`src/rtl/brp.sv`:
```
// Bimodal branch predictor: a table of 2-bit saturating counters indexed by word PC,
// a branch outcome decoder, and a saturating misprediction counter.
module brp #(
  parameter int DATA_SIZE  = 32,
  parameter int INDEX_BITS = 4,
  parameter int CNT_BITS   = 16
) (
  input  logic                 i_clk,
  input  logic                 i_rst_n,
  input  logic [DATA_SIZE-1:0] i_fetch_pc,
  output logic                 o_pred_taken,
  input  logic                 i_upd_valid,
  input  logic [DATA_SIZE-1:0] i_upd_pc,
  input  logic [2:0]           i_upd_funct3,
  input  logic                 i_upd_pred,
  input  logic                 i_brc_equal,
  input  logic                 i_brc_less,
  output logic                 o_actual_taken,
  output logic                 o_mispredict,
  output logic [CNT_BITS-1:0]  o_mispred_cnt
);

  localparam int ENTRIES = 1 << INDEX_BITS;

  logic [1:0]            table_q [ENTRIES];
  logic [INDEX_BITS-1:0] fetch_idx;
  logic [INDEX_BITS-1:0] upd_idx;
  logic                  legal_f3;
  logic                  legal_upd;
  logic                  taken_raw;
  logic [1:0]            upd_cur;
  logic [1:0]            upd_next;
  logic [CNT_BITS-1:0]   mispred_cnt_q;
  logic                  unused_pc_bits;

  assign fetch_idx = i_fetch_pc[INDEX_BITS+1:2];
  assign upd_idx   = i_upd_pc[INDEX_BITS+1:2];

  assign unused_pc_bits = ^{i_fetch_pc[DATA_SIZE-1:INDEX_BITS+2], i_fetch_pc[1:0],
                            i_upd_pc[DATA_SIZE-1:INDEX_BITS+2], i_upd_pc[1:0]};

  // Read is from the registered table only, so a same-cycle update is not bypassed.
  assign o_pred_taken = table_q[fetch_idx][1];

  // funct3 010/011 are not branch encodings.
  assign legal_f3  = (i_upd_funct3[2:1] != 2'b01);
  assign legal_upd = i_upd_valid & legal_f3;

  always_comb begin
    taken_raw = 1'b0;
    case (i_upd_funct3)
      3'b000:         taken_raw = i_brc_equal;
      3'b001:         taken_raw = ~i_brc_equal;
      3'b100, 3'b110: taken_raw = i_brc_less;
      3'b101, 3'b111: taken_raw = ~i_brc_less;
      default:        taken_raw = 1'b0;
    endcase
  end

  assign o_actual_taken = legal_upd & taken_raw;
  assign o_mispredict   = legal_upd & (taken_raw != i_upd_pred);

  always_comb begin
    upd_cur  = table_q[upd_idx];
    upd_next = upd_cur;
    if (taken_raw) begin
      if (upd_cur != 2'b11) upd_next = upd_cur + 2'd1;
    end else begin
      if (upd_cur != 2'b00) upd_next = upd_cur - 2'd1;
    end
  end

  always_ff @(posedge i_clk or negedge i_rst_n) begin
    if (!i_rst_n) begin
      for (int i = 0; i < ENTRIES; i++) table_q[i] <= 2'b01;
    end else if (legal_upd) begin
      table_q[upd_idx] <= upd_next;
    end
  end

  always_ff @(posedge i_clk or negedge i_rst_n) begin
    if (!i_rst_n) begin
      mispred_cnt_q <= '0;
    end else if (o_mispredict && (mispred_cnt_q != {CNT_BITS{1'b1}})) begin
      mispred_cnt_q <= mispred_cnt_q + CNT_BITS'(1);
    end
  end

  assign o_mispred_cnt = mispred_cnt_q;

endmodule

```
`config.mk`:
```
export PLATFORM = sky130hd
export DESIGN_NAME = brp
export DESIGN_NICKNAME = d
export VERILOG_FILES = /design/src/rtl/brp.sv
export SDC_FILE = /design/constraint.sdc
export NUM_CORES = 1
export LEC_CHECK = 0
export CELL_PAD_IN_SITES_DETAIL_PLACEMENT = 2
export CELL_PAD_IN_SITES_GLOBAL_PLACEMENT = 2
export CORE_MARGIN = 5
export CORE_UTILIZATION = 25
export CTS_CLUSTER_DIAMETER = 40
export DETAILED_ROUTE_END_ITERATION = 10
export PLACE_DENSITY_LB_ADDON = 0.08
export SLEW_MARGIN = 25
export SYNTH_ARGS = -nofsm -noshare
export SYNTH_HDL_FRONTEND = slang
export SYNTH_SLANG_ARGS = --single-unit
```
`constraint.sdc`:
```
create_clock -name i_clk -period 1.77 [get_ports i_clk]
set_input_delay 0.2655 -clock i_clk [delete_from_list [all_inputs] [get_ports i_clk]]
set_output_delay 0.2655 -clock i_clk [all_outputs]
set_load 0.01 [all_outputs]
```
==> impl_metrics.json <==
{
  "global_route.peak_usage_layer": "met2",
  "timing.critical_path.max_delay_family": "multiplexers",
  "synthesis.area_per_instance_um2": 12.0,
  "synth.ff_latch_count": 48,
  "worst_setup_hold_path_clk_slew_ps": 90,
  "most-common-layout-cells": "sky130_fd_sc_hd__buf_4, sky130_fd_sc_hd__dfrtp_1, sky130_fd_sc_hd__clkdlybuf4s50_1, sky130_fd_sc_hd__nor2_1, sky130_fd_sc_hd__dfstp_2",
  "drc": 0,
  "synthesis.area_mm2": 0.00255,
  "worstReg2RegStart": "table_q[15]",
  "worstSkewPairLatency_ps": 310,
  "outcome": "finished with violations",
  "min-delay-path-class": "primary input to async pin",
  "overflow": 0,
  "p_per_area_mw_per_mm2": 1050,
  "grt_util_met2_pct": 23.7,
  "wp_data_required_ps": 1500,
  "reg2reg_setup_slack_ps": -240,
  "drt_pass1_iterations": 4,
  "gpl.final_weighted_congestion": 0.737,
  "layout.area.seq_mm2": 0.00122,
  "final.period_utilization_pct": 118,
  "crit_fanout": 3,
  "crit_top_cell": "sky130_fd_sc_hd__mux4_2",
  "synth_sequential_area_ratio_pct": 48.0,
  "post-route-cell-area_mm2": 0.00387,
  "area_delta_synth_final_pct": 51.8,
  "gr_layer_usage_met1_pct": 17.6,
  "ctsLongestPathBuffers": 2,
  "cp_cell_sequence": "mux4_2 -> mux4_2 -> buf_6",
  "detailed_place_hpwl_um": 6210,
  "timing.final.ws_setup_ps": -316,
  "report.final.hold_viol_count": 0,
  "cts.sink_count": 48,
  "path_class": "flop to output pin",
  "io_buffers": 35,
  "mostFrequentLayoutCell": "sky130_fd_sc_hd__buf_4",
  "track_usage_pct": 13.7,
  "p_total_w": 0.00404,
  "max_cap_viol_count": 0,
  "power.leakage_nw": 1.62,
  "dr_total_vias": 2048,
  "maximum_number_of_pins_on_one_net_before_global_route_repair": 32,
  "dieHeight_um": 111,
  "synth_nets": 287,
  "yosys_warns": 0,
  "max-vdd-ir-drop_mv": 0.345,
  "synth_cells": 213,
  "worst_r2r_endpoint": "table_q[8]",
  "first_global_vias": 2454,
  "rsz0062_at_grt": "yes",
  "antenna_found_initial": 0,
  "routed_via_density": 4.64,
  "global_routing_usage_on_met3_pct": 2.67,
  "max_slew_violation_count": 0,
  "dieArea_mm2": 0.0123,
  "synth.distinct_cells": 34,
  "post-route-util_pct": 39.2,
  "floorplan.initialDensity_pct": 25.8,
  "place_area_mm2": 0.00347,
  "multiInputGateArea_mm2": 0.00148,
  "num_rows": 36,
  "cp.buffers_inverters": 1,
  "tritoncts": "yes",
  "report.final.setup_viol": 33,
  "grt_pass1_wl_um": 13600,
  "max_freq_mhz": 479,
  "finish.net_count": 381,
  "critPathCaptureType": "output pin",
  "slowest_stage": "sky130_fd_sc_hd__mux4_2",
  "worst_r2r_path_depth": 5,
  "post-place-ws_ps": -903,
  "routed_wl_um": 8050,
  "die_x_um": 111,
  "floorplan.core_area_mm2": 0.00986,
  "period_minus_slack_ps": 2090,
  "timing.setup.tns_ps": -5700,
  "least_margin_pin_slew_ps": 461,
  "drtIter0Drc": 28,
  "drive_above_1_share_pct": 50.0,
  "ant_nets": 0,
  "wl_cell_um": 18.2,
  "critical_path_arrival_ps": 1820,
  "start_kind": "flop",
  "h-tree-depth": 2,
  "fillers": 1034,
  "n_antenna_cell": 0,
  "crit_path_max_incr_delay_ps": 480,
  "cts_inserted_buffers": 5,
  "worst_clock_skew_ps": 7.96,
  "timing.critical_path.depth": 3,
  "io_count": 92,
  "clockRootBuffer": "sky130_fd_sc_hd__clkbuf_8",
  "max_slew_margin_vs_limit_pct": 69.3,
  "violations": "setup timing"
}
## final cells by class
cell class                      count  share of cell area, %
Multi-Input combinational cell    154                   38.2
Clock buffer                        5                   1.78
Inverter                            4                  0.388
Tap cell                          133                   4.30
Timing Repair Buffer               94                   21.4
Clock inverter                      3                   2.33
Sequential cell                    48                   31.6
## cells by family (layout without fill, tap and decap cells)
group                    Yosys count  count (layout)  synth area share [%]
AND/OR/NAND/NOR                   75              75                  14.3
flip-flops                        48              48                  48.0
multiplexers                      43              43                  24.6
AO/OA/AOI/OAI                     17              17                  4.42
XOR/XNOR                          16              16                  5.50
buffers and inverters             11             106                  1.87
adder cells (fa/ha/maj)            3               3                  1.28
## cell usage after synthesis
cell	count	area (um^2)
sky130_fd_sc_hd__o21ai_1	2	10.0
sky130_fd_sc_hd__nor2_1	21	78.8
sky130_fd_sc_hd__nand3_1	8	40.0
sky130_fd_sc_hd__nor3_2	1	10.0
sky130_fd_sc_hd__a22oi_1	1	7.51
sky130_fd_sc_hd__a21oi_1	6	30.0
sky130_fd_sc_hd__a31oi_1	1	6.26
sky130_fd_sc_hd__mux2i_1	3	30.0
sky130_fd_sc_hd__a211oi_1	1	7.51
sky130_fd_sc_hd__a2bb2oi_1	4	35.0
sky130_fd_sc_hd__nor3_1	5	25.0
sky130_fd_sc_hd__dfstp_2	16	420
sky130_fd_sc_hd__nor3b_1	1	7.51
sky130_fd_sc_hd__maj3_1	2	20.0
sky130_fd_sc_hd__o2111ai_1	1	8.76
sky130_fd_sc_hd__buf_2	2	10.0
sky130_fd_sc_hd__ha_1	1	12.5
sky130_fd_sc_hd__nor4_1	2	12.5
sky130_fd_sc_hd__xor2_1	4	35.0
sky130_fd_sc_hd__nand2_1	16	60.1
sky130_fd_sc_hd__nor2b_1	2	12.5
sky130_fd_sc_hd__dfrtp_1	32	801
sky130_fd_sc_hd__mux4_2	13	293
sky130_fd_sc_hd__mux2_2	27	304
sky130_fd_sc_hd__buf_4	1	7.51
sky130_fd_sc_hd__xnor2_1	12	105
sky130_fd_sc_hd__and3_1	4	25.0
sky130_fd_sc_hd__o21a_1	1	7.51
sky130_fd_sc_hd__nand4_1	9	56.3
sky130_fd_sc_hd__nand2b_1	2	12.5
sky130_fd_sc_hd__inv_1	4	15.0
sky130_fd_sc_hd__clkbuf_1	4	15.0
sky130_fd_sc_hd__or3_1	1	6.26
sky130_fd_sc_hd__and2_1	3	18.8
## power breakdown
part	leakage, nW	internal [W]	switching [W]
clock	0.0784	0.000707	0.000397
sequential	0.587	0.00144	0.000204
combinational	0.950	0.000771	0.000526
total	1.62	0.00292	0.00113
## registers in the layout, indices dropped and copies added, names as in the netlist
name	cells
table_q	32
o_mispred_cnt	16
## through the flow
step                      cells  hold slack (ps)
after floorplan             213            -30.1
after global placement      428              245
after detailed placement    428              251
after CTS                   438              438
after global routing        441              488
final                       441              430
## metal layers
metal  part of all wire [%]  vias to the layer above
li1                       -                      964
met1                     46                     1041
met2                     50                       36
met3                    2.9                        7
met4                    1.4                        0
met5                      0                        -
## what timing repair did
| action | CTS | global route |
|---|---|---|
| buffers inserted | 1 | 4 |
| endpoints found under the hold margin | 11 | 0 |
| resized for setup | 53 | 18 |
| pin swaps | 12 | 12 |
| hold buffers | 1 | 0 |
| setup endpoints to repair | 50 | 45 |
## worst max-delay path by stage
stage | startpoint | endpoint | slack (ps)
3_5_place_dp | i_fetch_pc[2] | o_pred_taken | -900
6_report | table_q[15] | o_pred_taken | -320
5_1_grt | table_q[25] | o_pred_taken | -370
3_3_place_gp | i_upd_pc[2] | table_q[2] | -880
2_1_floorplan | i_upd_pc[2] | table_q[10] | -190
4_1_cts | table_q[3] | o_pred_taken | -330
No activity file was read; power rests on OpenSTA's default activity.
